### config.mk
export PLATFORM = sky130hd
export DESIGN_NAME = imem_loader
export DESIGN_NICKNAME = d
export VERILOG_FILES = /design/src/rtl/imem_pkg.sv /design/src/rtl/imem_loader_byte_packer.sv /design/src/rtl/imem_loader.sv
export SDC_FILE = /design/constraint.sdc
export NUM_CORES = 1
export LEC_CHECK = 0
export CORE_ASPECT_RATIO = 2
export CORE_UTILIZATION = 53
export DETAILED_ROUTE_END_ITERATION = 10
export PLACE_DENSITY = 0.77
export REMOVE_ABC_BUFFERS = 1
export SLEW_MARGIN = 20
export SYNTH_ARGS = -nofsm -noshare
export SYNTH_HDL_FRONTEND = slang
export SYNTH_HIERARCHICAL = 1
export SYNTH_SLANG_ARGS = --single-unit
### constraint.sdc
create_clock -name clk -period 3.5 [get_ports clk]
set_clock_uncertainty 0.15 [all_clocks]
set_input_delay 1.05 -clock clk [delete_from_list [all_inputs] [get_ports clk]]
set_output_delay 1.05 -clock clk [all_outputs]
set_load 0.03 [all_outputs]
### src/rtl/imem_pkg.sv
// Shared definitions for the instruction-memory loader and the imem read block.
package imem_pkg;

    typedef enum logic [1:0] {HDR, DATA, CSUM, DONE} ld_state_t;

    localparam int IMEM_ADDR_W = 10;
    localparam int IMEM_DEPTH  = 1024;

endpackage

### src/rtl/imem_loader_byte_packer.sv
// Assembles little-endian 32-bit words from a byte stream; word/word_valid
// present the completed word combinationally in the cycle its 4th byte is consumed.
module byte_packer (
    input  logic        clk,
    input  logic        rst,
    input  logic        clear,
    input  logic [7:0]  byte_in,
    input  logic        byte_valid,
    output logic [31:0] word,
    output logic        word_valid
);

    logic [1:0]  byte_cnt_q, byte_cnt_d;
    logic [31:0] shift_q, shift_d;

    // Bytes enter at the top and shift down, so byte 0 ends up in bits [7:0].
    always_comb begin
        byte_cnt_d = byte_cnt_q;
        shift_d    = shift_q;
        if (clear) begin
            byte_cnt_d = 2'd0;
        end else if (byte_valid) begin
            byte_cnt_d = byte_cnt_q + 2'd1;
            shift_d    = {byte_in, shift_q[31:8]};
        end
    end

    assign word       = {byte_in, shift_q[31:8]};
    assign word_valid = byte_valid && !clear && (byte_cnt_q == 2'd3);

    always_ff @(posedge clk or negedge rst) begin
        if (!rst) begin
            byte_cnt_q <= 2'd0;
            shift_q    <= 32'd0;
        end else begin
            byte_cnt_q <= byte_cnt_d;
            shift_q    <= shift_d;
        end
    end

endmodule

### src/rtl/imem_loader.sv
// Loads the program image from the UART byte stream into imem and holds the core
// in reset until complete. Optional trailing XOR checksum: IMEM_LOADER_CHECKSUM_EN.
module imem_loader
    import imem_pkg::*;
#(
    parameter int ADDR_W = IMEM_ADDR_W
) (
    input  logic              clk,
    input  logic              rst,
    input  logic [7:0]        rx_data,
    input  logic              rx_valid,
    output logic              rx_ready,
    input  logic              reload,
    output logic              we,
    output logic [ADDR_W-1:0] waddr,
    output logic [31:0]       wdata,
    output logic              core_hold,
    output logic              done,
    output logic              err
);

    localparam logic [32:0] DEPTH = 33'(1) << ADDR_W;

    ld_state_t         state_q, state_d;
    logic [31:0]       word_cnt_q, word_cnt_d;
    logic [31:0]       len_q, len_d;
    logic              we_q, we_d;
    logic [ADDR_W-1:0] waddr_q, waddr_d;
    logic [31:0]       wdata_q, wdata_d;
    logic              done_q, done_d;
    logic              err_q, err_d;
    logic              core_hold_q, core_hold_d;
`ifdef IMEM_LOADER_CHECKSUM_EN
    logic [7:0]        csum_q, csum_d;
`endif

    logic        consume;
    logic        packer_clear;
    logic [31:0] word;
    logic        word_valid;
    logic        in_range;

    assign rx_ready = (state_q != DONE);
    assign consume  = rx_valid && rx_ready;
    assign in_range = ({1'b0, word_cnt_q} < DEPTH);

    byte_packer u_packer (
        .clk        (clk),
        .rst        (rst),
        .clear      (packer_clear),
        .byte_in    (rx_data),
        .byte_valid (consume),
        .word       (word),
        .word_valid (word_valid)
    );

    always_comb begin
        state_d      = state_q;
        word_cnt_d   = word_cnt_q;
        len_d        = len_q;
        we_d         = 1'b0;
        waddr_d      = waddr_q;
        wdata_d      = wdata_q;
        done_d       = done_q;
        err_d        = err_q;
        core_hold_d  = core_hold_q;
        packer_clear = 1'b0;
`ifdef IMEM_LOADER_CHECKSUM_EN
        csum_d       = csum_q;
`endif
        case (state_q)
            HDR: begin
                if (word_valid) begin
                    len_d      = word;
                    word_cnt_d = 32'd0;
                    if (word == 32'd0) begin
`ifdef IMEM_LOADER_CHECKSUM_EN
                        state_d     = CSUM;
`else
                        state_d     = DONE;
                        done_d      = 1'b1;
                        core_hold_d = 1'b0;
`endif
                    end else begin
                        state_d = DATA;
                    end
                end
            end
            DATA: begin
`ifdef IMEM_LOADER_CHECKSUM_EN
                if (consume) begin
                    csum_d = csum_q ^ rx_data;
                end
`endif
                if (word_valid) begin
                    // Words beyond the memory are consumed but dropped; waddr holds.
                    if (in_range) begin
                        we_d    = 1'b1;
                        waddr_d = word_cnt_q[ADDR_W-1:0];
                        wdata_d = word;
                    end else begin
                        err_d = 1'b1;
                    end
                    word_cnt_d = word_cnt_q + 32'd1;
                    if (word_cnt_q == len_q - 32'd1) begin
`ifdef IMEM_LOADER_CHECKSUM_EN
                        state_d     = CSUM;
`else
                        state_d     = DONE;
                        done_d      = 1'b1;
                        core_hold_d = 1'b0;
`endif
                    end
                end
            end
`ifdef IMEM_LOADER_CHECKSUM_EN
            CSUM: begin
                if (consume) begin
                    if (rx_data != csum_q) begin
                        err_d = 1'b1;
                    end
                    state_d     = DONE;
                    done_d      = 1'b1;
                    core_hold_d = 1'b0;
                end
            end
`endif
            DONE: begin
                if (reload) begin
                    state_d      = HDR;
                    word_cnt_d   = 32'd0;
                    len_d        = 32'd0;
                    done_d       = 1'b0;
                    err_d        = 1'b0;
                    core_hold_d  = 1'b1;
                    packer_clear = 1'b1;
`ifdef IMEM_LOADER_CHECKSUM_EN
                    csum_d       = 8'd0;
`endif
                end
            end
            default: begin
                state_d = HDR;
            end
        endcase
    end

    always_ff @(posedge clk or negedge rst) begin
        if (!rst) begin
            state_q     <= HDR;
            word_cnt_q  <= 32'd0;
            len_q       <= 32'd0;
            we_q        <= 1'b0;
            waddr_q     <= '0;
            wdata_q     <= 32'd0;
            done_q      <= 1'b0;
            err_q       <= 1'b0;
            core_hold_q <= 1'b1;
`ifdef IMEM_LOADER_CHECKSUM_EN
            csum_q      <= 8'd0;
`endif
        end else begin
            state_q     <= state_d;
            word_cnt_q  <= word_cnt_d;
            len_q       <= len_d;
            we_q        <= we_d;
            waddr_q     <= waddr_d;
            wdata_q     <= wdata_d;
            done_q      <= done_d;
            err_q       <= err_d;
            core_hold_q <= core_hold_d;
`ifdef IMEM_LOADER_CHECKSUM_EN
            csum_q      <= csum_d;
`endif
        end
    end

    assign we        = we_q;
    assign waddr     = waddr_q;
    assign wdata     = wdata_q;
    assign done      = done_q;
    assign err       = err_q;
    assign core_hold = core_hold_q;

endmodule

==> tab_implementation.tex, run 1 <==
\begin{tabular}{lr}
\hline
Metric & Value \\
\hline
\multicolumn{2}{l}{\textbf{Min path}} \\
\quad Min-Delay Path Class & flip-flop to flip-flop \\
\quad Worst Hold Path Cells & 1 \\
\multicolumn{2}{l}{\textbf{Yosys}} \\
\quad Top-area cell type share of the netlist area & 49.1\% \\
\quad Count of flip-flops with a built-in enable after synthesis & 0 \\
\quad Mean post-synth cell area & approximately 11 um\^{}2 \\
\quad Count of synthesis-stage warnings from yosys & 6 \\
\quad Cell types with the largest area share after synthesis & sky130\_fd\_sc\_hd\_\_dfrtp\_1 (49\%), sky130\_fd\_sc\_hd\_\_mux2\_2 (7.9\%), sky130\_fd\_sc\_hd\_\_xnor2\_1 (4.6\%) \\
\quad Dominant cell type by area after synthesis & sky130\_fd\_sc\_hd\_\_dfrtp\_1 \\
\quad Count of different cell masters after synthesis & 61 \\
\quad Cell area after synthesis & roughly 0.0070 mm\^{}2 \\
\quad Gate count of the mapped netlist & 630 \\
\quad Number of synthesized register bits & 138 \\
\quad Main flop type after synthesis & sky130\_fd\_sc\_hd\_\_dfrtp\_1 \\
\quad Register area share after synthesis & 49.4\% \\
\quad Fraction of registers with async set or reset after synthesis & 100\% \\
\multicolumn{2}{l}{\textbf{Place}} \\
\quad Port Buf Inserts & between 50 and 60 \\
\quad DP Wirelength & approximately 13000 um \\
\quad Routability-driven placement congestion ratio & approximately 0.96 \\
\multicolumn{2}{l}{\textbf{Run status}} \\
\quad Result of the run & complete, but fails checks \\
\quad Violated checks & DRC, setup timing \\
\multicolumn{2}{l}{\textbf{Clocking}} \\
\quad CTS tree & done \\
\quad Worst-case clock buffer depth & 2 \\
\quad Number of clock sinks & 138 \\
\quad Htree depth & 4 \\
\quad Clk pin slew, worst setup/hold paths & around 0.060 ns \\
\quad Clock insertion delay at the later pin of the skew report & around 0.43 ns \\
\quad Root Buffer Master & sky130\_fd\_sc\_hd\_\_clkbuf\_16 \\
\quad Clock buffer count from CTS & 17 \\
\multicolumn{2}{l}{\textbf{Setup path}} \\
\quad Cell count along the critical path & 9 \\
\quad Most common cell type on the critical path & sky130\_fd\_sc\_hd\_\_or4\_4 \\
\quad Largest stage delay on the critical path & roughly 0.59 ns \\
\quad Kind of start point of the critical path & flip-flop \\
\quad Arrival time at the worst endpoint & 3.69 ns \\
\quad Cell with the biggest individual delay on the critical path & sky130\_fd\_sc\_hd\_\_or4\_4 \\
\quad Kind of critical path & flip-flop to flip-flop \\
\quad Highest fanout seen on the critical path & 5 \\
\quad Required arrival time at the worst endpoint & 3.69 ns \\
\quad Kind of end point of the critical path & flip-flop \\
\quad Critical path cell sequence & or4\_4 > or4\_4 > buf\_4 > nor3\_4 > xnor2\_1 > nor4\_4 > nand4b\_1 > or4\_4 > o31ai\_4 \\
\quad Worst-case reg-to-reg path depth & 9 \\
\quad Buffers plus inverters on the worst setup path & 1 \\
\quad CP delay by family, top & simple AND/OR/NAND/NOR gates \\
\multicolumn{2}{l}{\textbf{GRT}} \\
\quad Combined global-route utilization of all metal layers & between 20 and 30\% \\
\quad Maximum number of pins on one net before global-route repair & just under 70 \\
\quad Via count of the first global-routing pass & around 5.5k \\
\quad Global-route wire length before repair & about 29000 um \\
\quad Number of antenna violations at the first check in global routing & 0 \\
\quad Global-route congestion overflow total & 0 \\
\quad Gr busiest metal & met2 \\
\quad Met1 routing resource usage after global routing & between 20\% and 30\% \\
\quad Met3 GRT Util & 4.00\% \\
\quad Met2 track demand over resource & 49.8\% \\
\multicolumn{2}{l}{\textbf{Cells and area}} \\
\quad Most frequent cells in the layout & sky130\_fd\_sc\_hd\_\_dfrtp\_1 (137), sky130\_fd\_sc\_hd\_\_clkdlybuf4s50\_1 (57), sky130\_fd\_sc\_hd\_\_buf\_4 (50) \\
\quad Antenna cell count & 0 \\
\quad Fraction of final layout cells sized beyond drive strength 1 & between 20\% and 30\% \\
\quad Area growth syn-to-layout & 24.8\% \\
\quad Fillcell total & approximately 930 \\
\quad Most common cell after layout, fill and taps aside & sky130\_fd\_sc\_hd\_\_dfrtp\_1 \\
\quad Layout Nets & 740 \\
\multicolumn{2}{l}{\textbf{Die}} \\
\quad Number of ports placed on the die boundary & a little under 60 \\
\quad Die height & about 160 um \\
\quad Area of the core & roughly 0.013 mm\^{}2 \\
\quad Initial cell density of the core & a little over half \\
\quad Total Die Area & 0.0137 mm\^{}2 \\
\quad Number of core rows & 59 \\
\quad Floorplan die width & 83.2 um \\
\multicolumn{2}{l}{\textbf{Detailed routing}} \\
\quad Iter 0 DRT Violations & between 200 and 300 \\
\quad DRT Wirelength & $\sim$18000 um \\
\quad WL/cell & just over 20 um \\
\quad Initial DRT Pass Iterations & 8 \\
\quad Via density & between 6 and 7 \\
\quad Post-detailed-route DRC marker count & 2 \\
\quad Total number of vias & about 5.5k \\
\quad Number of routed nets with antenna violations & 0 \\
\multicolumn{2}{l}{\textbf{Job}} \\
\quad Max-cap viol count & 0 \\
\multicolumn{2}{l}{\textbf{Timing}} \\
\quad RSZ-0062 raised after global routing & true \\
\quad Worst Hold Slack & around 0.36 ns \\
\quad Hold Vio Cnt, Final & 0 \\
\quad Slew margin rel. & approximately half \\
\quad Pins Over Slew Limit & 0 \\
\quad Max Freq & between 200 and 300 MHz \\
\quad Clock period minus final worst setup slack & 3.50 ns \\
\quad Final period utilization & 100\% \\
\quad Fin worst setup slack & -0.00204 ns \\
\quad Final setup violation count & 1 \\
\quad Transition time at the pin with the least slew margin & a little under 0.8 ns \\
\multicolumn{2}{l}{\textbf{Power}} \\
\quad Static Leakage & $\sim$4 nW \\
\quad Areal power density over the cells & about 620 mW/mm\^{}2 \\
\quad Max IR drop VDD & $\sim$0.46 mV \\
\quad PnR Total Power & between 0.005 and 0.006 W \\
\hline
\end{tabular}
## through the flow
step           setup WS [ns]  utilization (%)  setup TNS, ns  instances  cell area [um^2]
3_5_place_dp          -0.270             61.7          -2.97        853              7970
2_1_floorplan          -1.48                -        -107.97        591              6750
5_1_grt              -0.0937             67.5         -0.149        890              8720
4_1_cts               0.0215             66.2              0        885              8560
6_report            -0.00204             67.5       -0.00204        890              8720
3_3_place_gp          -0.249             61.7          -2.23        853              7970
## synthesized netlist by cell type, types with 4 or more instances
master,number
sky130_fd_sc_hd__dfrtp_1,137
sky130_fd_sc_hd__mux2_2,49
sky130_fd_sc_hd__nand2_1,47
sky130_fd_sc_hd__nor2_1,45
sky130_fd_sc_hd__xnor2_1,37
sky130_fd_sc_hd__xor2_1,30
sky130_fd_sc_hd__a22o_1,29
sky130_fd_sc_hd__nor4_1,27
sky130_fd_sc_hd__o21ai_0,22
sky130_fd_sc_hd__clkbuf_1,20
sky130_fd_sc_hd__nor3_1,20
sky130_fd_sc_hd__mux2_4,19
sky130_fd_sc_hd__a21oi_1,13
sky130_fd_sc_hd__nand4_1,12
sky130_fd_sc_hd__inv_1,10
sky130_fd_sc_hd__nand3_1,10
sky130_fd_sc_hd__buf_4,9
sky130_fd_sc_hd__or3_1,8
sky130_fd_sc_hd__nor3b_1,6
sky130_fd_sc_hd__and3_1,5
sky130_fd_sc_hd__or4_1,5
sky130_fd_sc_hd__and2_1,4
sky130_fd_sc_hd__nand2b_1,4
sky130_fd_sc_hd__nor2b_1,4
sky130_fd_sc_hd__o31ai_1,4
## where the power goes
part           internal, W  switching, W
Clock             0.000947      0.000803
Combinational     0.000736      0.000817
Sequential         0.00187      0.000258
## state kept, by name (all words and copies together), names as in the netlist
name	cells
wdata	32
u_packer/byte_cnt_q	2
state_q	2
we	1
u_packer/shift_q	24
waddr	10
len_q	32
err	1
word_cnt_q	32
core_hold	1
done	1
## worst paths after layout
kind / startpoint / end / slack, ns
setup reg to reg: len_q[4] / state_q[1] / -0.002
max in group asynchronous: rst / core_hold / 2.04
setup / recovery: len_q[4] / state_q[1] / -0.002
min in group asynchronous: rst / waddr[2] / 0.39
hold reg to reg: waddr[8] / waddr[8] / 0.36
hold / removal: waddr[8] / waddr[8] / 0.36
## repair_timing
| item | 4_1_cts | 5_1_grt |
|---|---|---|
| pin swaps | 0 | 7 |
| hold buffers | 0 | 0 |
| endpoints found under the setup margin | 1 | 5 |
| gates resized for setup | 2 | 21 |
| setup buffers | 0 | 5 |
## cell families after synthesis
group | Yosys count | share of synthesized area, %
muxes | 70 | 12.3
DFF | 138 | 49.4
and+or+nand+nor | 215 | 16.5
AOI/OAI and AO/OA | 88 | 8.86
adders and majority gates | 3 | 0.537
buffers and inverters | 49 | 3.98
xor gates and xnor gates | 67 | 8.40
## layout make-up
class | instances | area [um^2] | area share, %
inverters | 10 | 37.5 | 0.430
flip-flops and latches | 138 | 3450 | 39.6
repair buffers | 115 | 1070 | 12.3
clock inverters | 15 | 149 | 1.71
clock buffers | 17 | 425 | 4.88
well taps | 152 | 190 | 2.18
multi-input cells | 443 | 3390 | 38.9
## metal layers
metal / routed length [um] / share of wire [%] / vias to the layer above
li1: - / - / 2455
met1: 6650 / 36 / 2751
met2: 10100 / 55 / 198
met3: 679 / 3.7 / 61
met4: 934 / 5.1 / 0
met5: 0 / 0 / -
No activity file was read; power rests on OpenSTA's default activity.
==> inputs of run 2 (changes only) <==
--- a/config.mk
+++ b/config.mk
@@ -8,8 +8,8 @@
 export CORE_ASPECT_RATIO = 2
 export CORE_UTILIZATION = 53
 export DETAILED_ROUTE_END_ITERATION = 10
+export GPL_TIMING_DRIVEN = 0
 export PLACE_DENSITY = 0.77
-export REMOVE_ABC_BUFFERS = 1
 export SLEW_MARGIN = 20
 export SYNTH_ARGS = -nofsm -noshare
 export SYNTH_HDL_FRONTEND = slang
==> run 2 against run 1 <==
The flow finishes with violations (setup timing). Maximum frequency fell by 0.61%. Design area fell by 0.22%. Combinational power barely moved. Final cell count fell by 0.56%. First-iteration DRC count rose by 11%. Sequential power barely moved. Critical path type unchanged. Critical endpoint unchanged.
==> tab_implementation.tex, run 2 (synthesis gave the netlist of run 1 again) <==
\begin{tabular}{lr}
\hline
Metric & Value \\
\hline
\multicolumn{2}{l}{\textbf{Setup path}} \\
\quad Highest fanout seen on the critical path & 5 (unchanged) \\
\quad Required arrival time at the worst endpoint & 3.68 ns (about the same) \\
\quad Kind of critical path & flip-flop to flip-flop \\
\quad Worst reg2reg path startpoint & len\_q[0] \\
\quad Kind of end point of the critical path & flip-flop \\
\quad Start point of the critical path & len\_q[0] \\
\quad Kind of start point of the critical path & flip-flop \\
\quad Arrival time at the worst endpoint & 3.71 ns (+0.02 ns) \\
\multicolumn{2}{l}{\textbf{Detailed routing}} \\
\quad Iter 0 DRT Violations & 295 (+11\%) \\
\quad WL/cell & 21.0 um (+1.5\%) \\
\quad Via density & 6.08 (-1.0\%) \\
\quad Number of routed nets with antenna violations & 0 (unchanged) \\
\quad DRT Wirelength & 18600 um (+0.91\%) \\
\quad Post-detailed-route DRC marker count & 0 (-2) \\
\quad Initial DRT Pass Iterations & 6 (-2) \\
\quad Total number of vias & 5379 (-1.6\%) \\
\multicolumn{2}{l}{\textbf{Timing}} \\
\quad Max Freq & 284 MHz (-0.61\%) \\
\quad Transition time at the pin with the least slew margin & 0.952 ns (+0.184 ns) \\
\quad Final setup violation count & 1 (unchanged) \\
\quad Setup TNS & -0.0236 ns (-0.0216 ns) \\
\quad Clock period minus final worst setup slack & 3.52 ns (+0.0216 ns) \\
\quad Slew margin rel. & 35.7\% (-13 points) \\
\quad RSZ-0062 raised after global routing & true \\
\quad Fin worst setup slack & -0.0236 ns (-0.0216 ns) \\
\quad Final period utilization & 101\% (+0.62 points) \\
\quad Pins Over Slew Limit & 0 (unchanged) \\
\quad Hold Vio Cnt, Final & 0 (unchanged) \\
\multicolumn{2}{l}{\textbf{Run status}} \\
\quad Violated checks & setup timing \\
\quad Result of the run & complete, but fails checks \\
\multicolumn{2}{l}{\textbf{Place}} \\
\quad DP Wirelength & 13600 um (+3.8\%) \\
\quad Routability-driven placement congestion ratio & 0.987 (+3.0\%) \\
\quad Worst setup slack after placement & -1.09 ns (-0.822 ns) \\
\quad Port Buf Inserts & 58 (unchanged) \\
\multicolumn{2}{l}{\textbf{Clocking}} \\
\quad Clock insertion delay at the later pin of the skew report & 0.43 ns (about the same) \\
\quad Number of clock sinks & 138 (unchanged) \\
\quad Worst-case clock buffer depth & 2 (unchanged) \\
\quad Root Buffer Master & sky130\_fd\_sc\_hd\_\_clkbuf\_16 \\
\quad CTS tree & done \\
\quad Clk pin slew, worst setup/hold paths & 0.07 ns (about the same) \\
\quad Cts hold-fix bufs & 0 (unchanged) \\
\quad Clock buffer count from CTS & 17 (unchanged) \\
\quad Htree depth & 4 (unchanged) \\
\multicolumn{2}{l}{\textbf{Cells and area}} \\
\quad Most frequent cells in the layout & sky130\_fd\_sc\_hd\_\_dfrtp\_1 (136), sky130\_fd\_sc\_hd\_\_clkdlybuf4s50\_1 (56), sky130\_fd\_sc\_hd\_\_mux2\_2 (48) \\
\quad Antenna cell count & 0 (unchanged) \\
\quad Most common cell after layout, fill and taps aside & sky130\_fd\_sc\_hd\_\_dfrtp\_1 \\
\quad Layout Nets & 735 (-0.68\%) \\
\quad Fraction of final layout cells sized beyond drive strength 1 & 24.7\% (-0.37 points) \\
\quad Area growth syn-to-layout & 24.6\% \\
\multicolumn{2}{l}{\textbf{GRT}} \\
\quad Maximum number of pins on one net before global-route repair & 87 (+26\%) \\
\quad Via count of the first global-routing pass & 5440 (-1.8\%) \\
\quad Global-route congestion overflow total & 0 (unchanged) \\
\quad Global-route wire length before repair & 28800 um (+0.22\%) \\
\quad Combined global-route utilization of all metal layers & 27.7\% (+0.38 points) \\
\quad Number of antenna violations at the first check in global routing & 0 (unchanged) \\
\multicolumn{2}{l}{\textbf{Die}} \\
\quad Area of the core & 0.0129 mm\^{}2 (unchanged) \\
\quad Total Die Area & 0.0137 mm\^{}2 (unchanged) \\
\quad Floorplan die width & 83.2 um (unchanged) \\
\quad Number of core rows & 59 (unchanged) \\
\quad Initial cell density of the core & 54.1\% (unchanged) \\
\quad Die height & 164 um (unchanged) \\
\quad Number of ports placed on the die boundary & 59 (unchanged) \\
\multicolumn{2}{l}{\textbf{Min path}} \\
\quad Min-Delay Path Class & flip-flop to flip-flop \\
\quad Worst hold start & waddr[7] \\
\multicolumn{2}{l}{\textbf{Power}} \\
\quad Max IR drop VDD & 0.537 mV (+17\%) \\
\quad Static Leakage & 3.92 nW (-1.1\%) \\
\quad Areal power density over the cells & 626 mW/mm\^{}2 (+0.43\%) \\
\multicolumn{2}{l}{\textbf{Job}} \\
\quad Max-cap viol count & 0 (unchanged) \\
\multicolumn{2}{l}{\textbf{Yosys}} \\
\quad Syn Nets & 645 \\
\hline
\end{tabular}
run 2: cell type report:
| cell class | count | area (um^2) |
|---|---|---|
| fillers | 938 | 4220 |
| multi-input cells | 443 | 3480 |
| flip-flops and latches | 138 | 3460 |
| repair buffers | 73 | 721 |
| clock buffers | 18 | 429 |
| plain buffers | 37 | 230 |
| well taps | 152 | 190 |
| clock inverters | 14 | 155 |
| inverters | 10 | 37.5 |
run 2: stage by stage:
stage          hold WS [ns]  util, %  cell area, um^2  total power (W)  instances
4_1_cts               0.359     66.6             8600          0.00544        878
5_1_grt               0.370     67.4             8700          0.00566        885
6_report              0.354     67.4             8700          0.00545        885
3_3_place_gp          0.341     60.3             7790          0.00357        840
2_1_floorplan         0.334        -             7020          0.00300        630
3_5_place_dp          0.346     60.6             7830          0.00362        841
run 2: worst max-delay path: stages (launching register included):
cell,delay [ns]
sky130_fd_sc_hd__dfrtp_1,0.42
sky130_fd_sc_hd__inv_1,0.10
sky130_fd_sc_hd__ha_1,0.23
sky130_fd_sc_hd__or3b_2,0.53
sky130_fd_sc_hd__nor4b_1,0.33
sky130_fd_sc_hd__a22oi_1,0.16
sky130_fd_sc_hd__o31ai_1,0.18
sky130_fd_sc_hd__o21ai_0,0.23
sky130_fd_sc_hd__nand4b_1,0.34
sky130_fd_sc_hd__or4_4,0.52
sky130_fd_sc_hd__o31ai_4,0.23
run 2: where the power goes:
| part | total (W) | switching [W] | internal [W] |
|---|---|---|---|
| clock network | 0.00178 | 0.000776 | 0.00101 |
| logic | 0.00153 | 0.000824 | 0.000702 |
| registers | 0.00214 | 0.000261 | 0.00187 |
| total | 0.00545 | 0.00186 | 0.00359 |
run 2: worst paths after layout:
| path | end | slack [ns] | cells past startpoint |
|---|---|---|---|
| setup reg to reg | state_q[1] | -0.02 | 10 |
| hold / removal | waddr[7] | 0.35 | 1 |
| min in group asynchronous | word_cnt_q[26] | 0.36 | 1 |
| hold reg to reg | waddr[7] | 0.35 | 1 |
| max in group asynchronous | len_q[5] | 2.06 | 2 |
| setup / recovery | state_q[1] | -0.02 | 10 |
run 2: repair_timing:
action | CTS | global route
setup buffers | 7 | 7
gates resized for setup | 37 | 10
cloned | 0 | 0
pin swaps | 14 | 6
setup endpoints to repair | 108 | 53
run 2: routing by layer:
layer  global-route usage [%]  part of all wire, %
met3                     5.40                  3.1
met4                     15.5                  5.1
met5                        0                    0
met2                     51.0                   55
met1                     29.2                   37
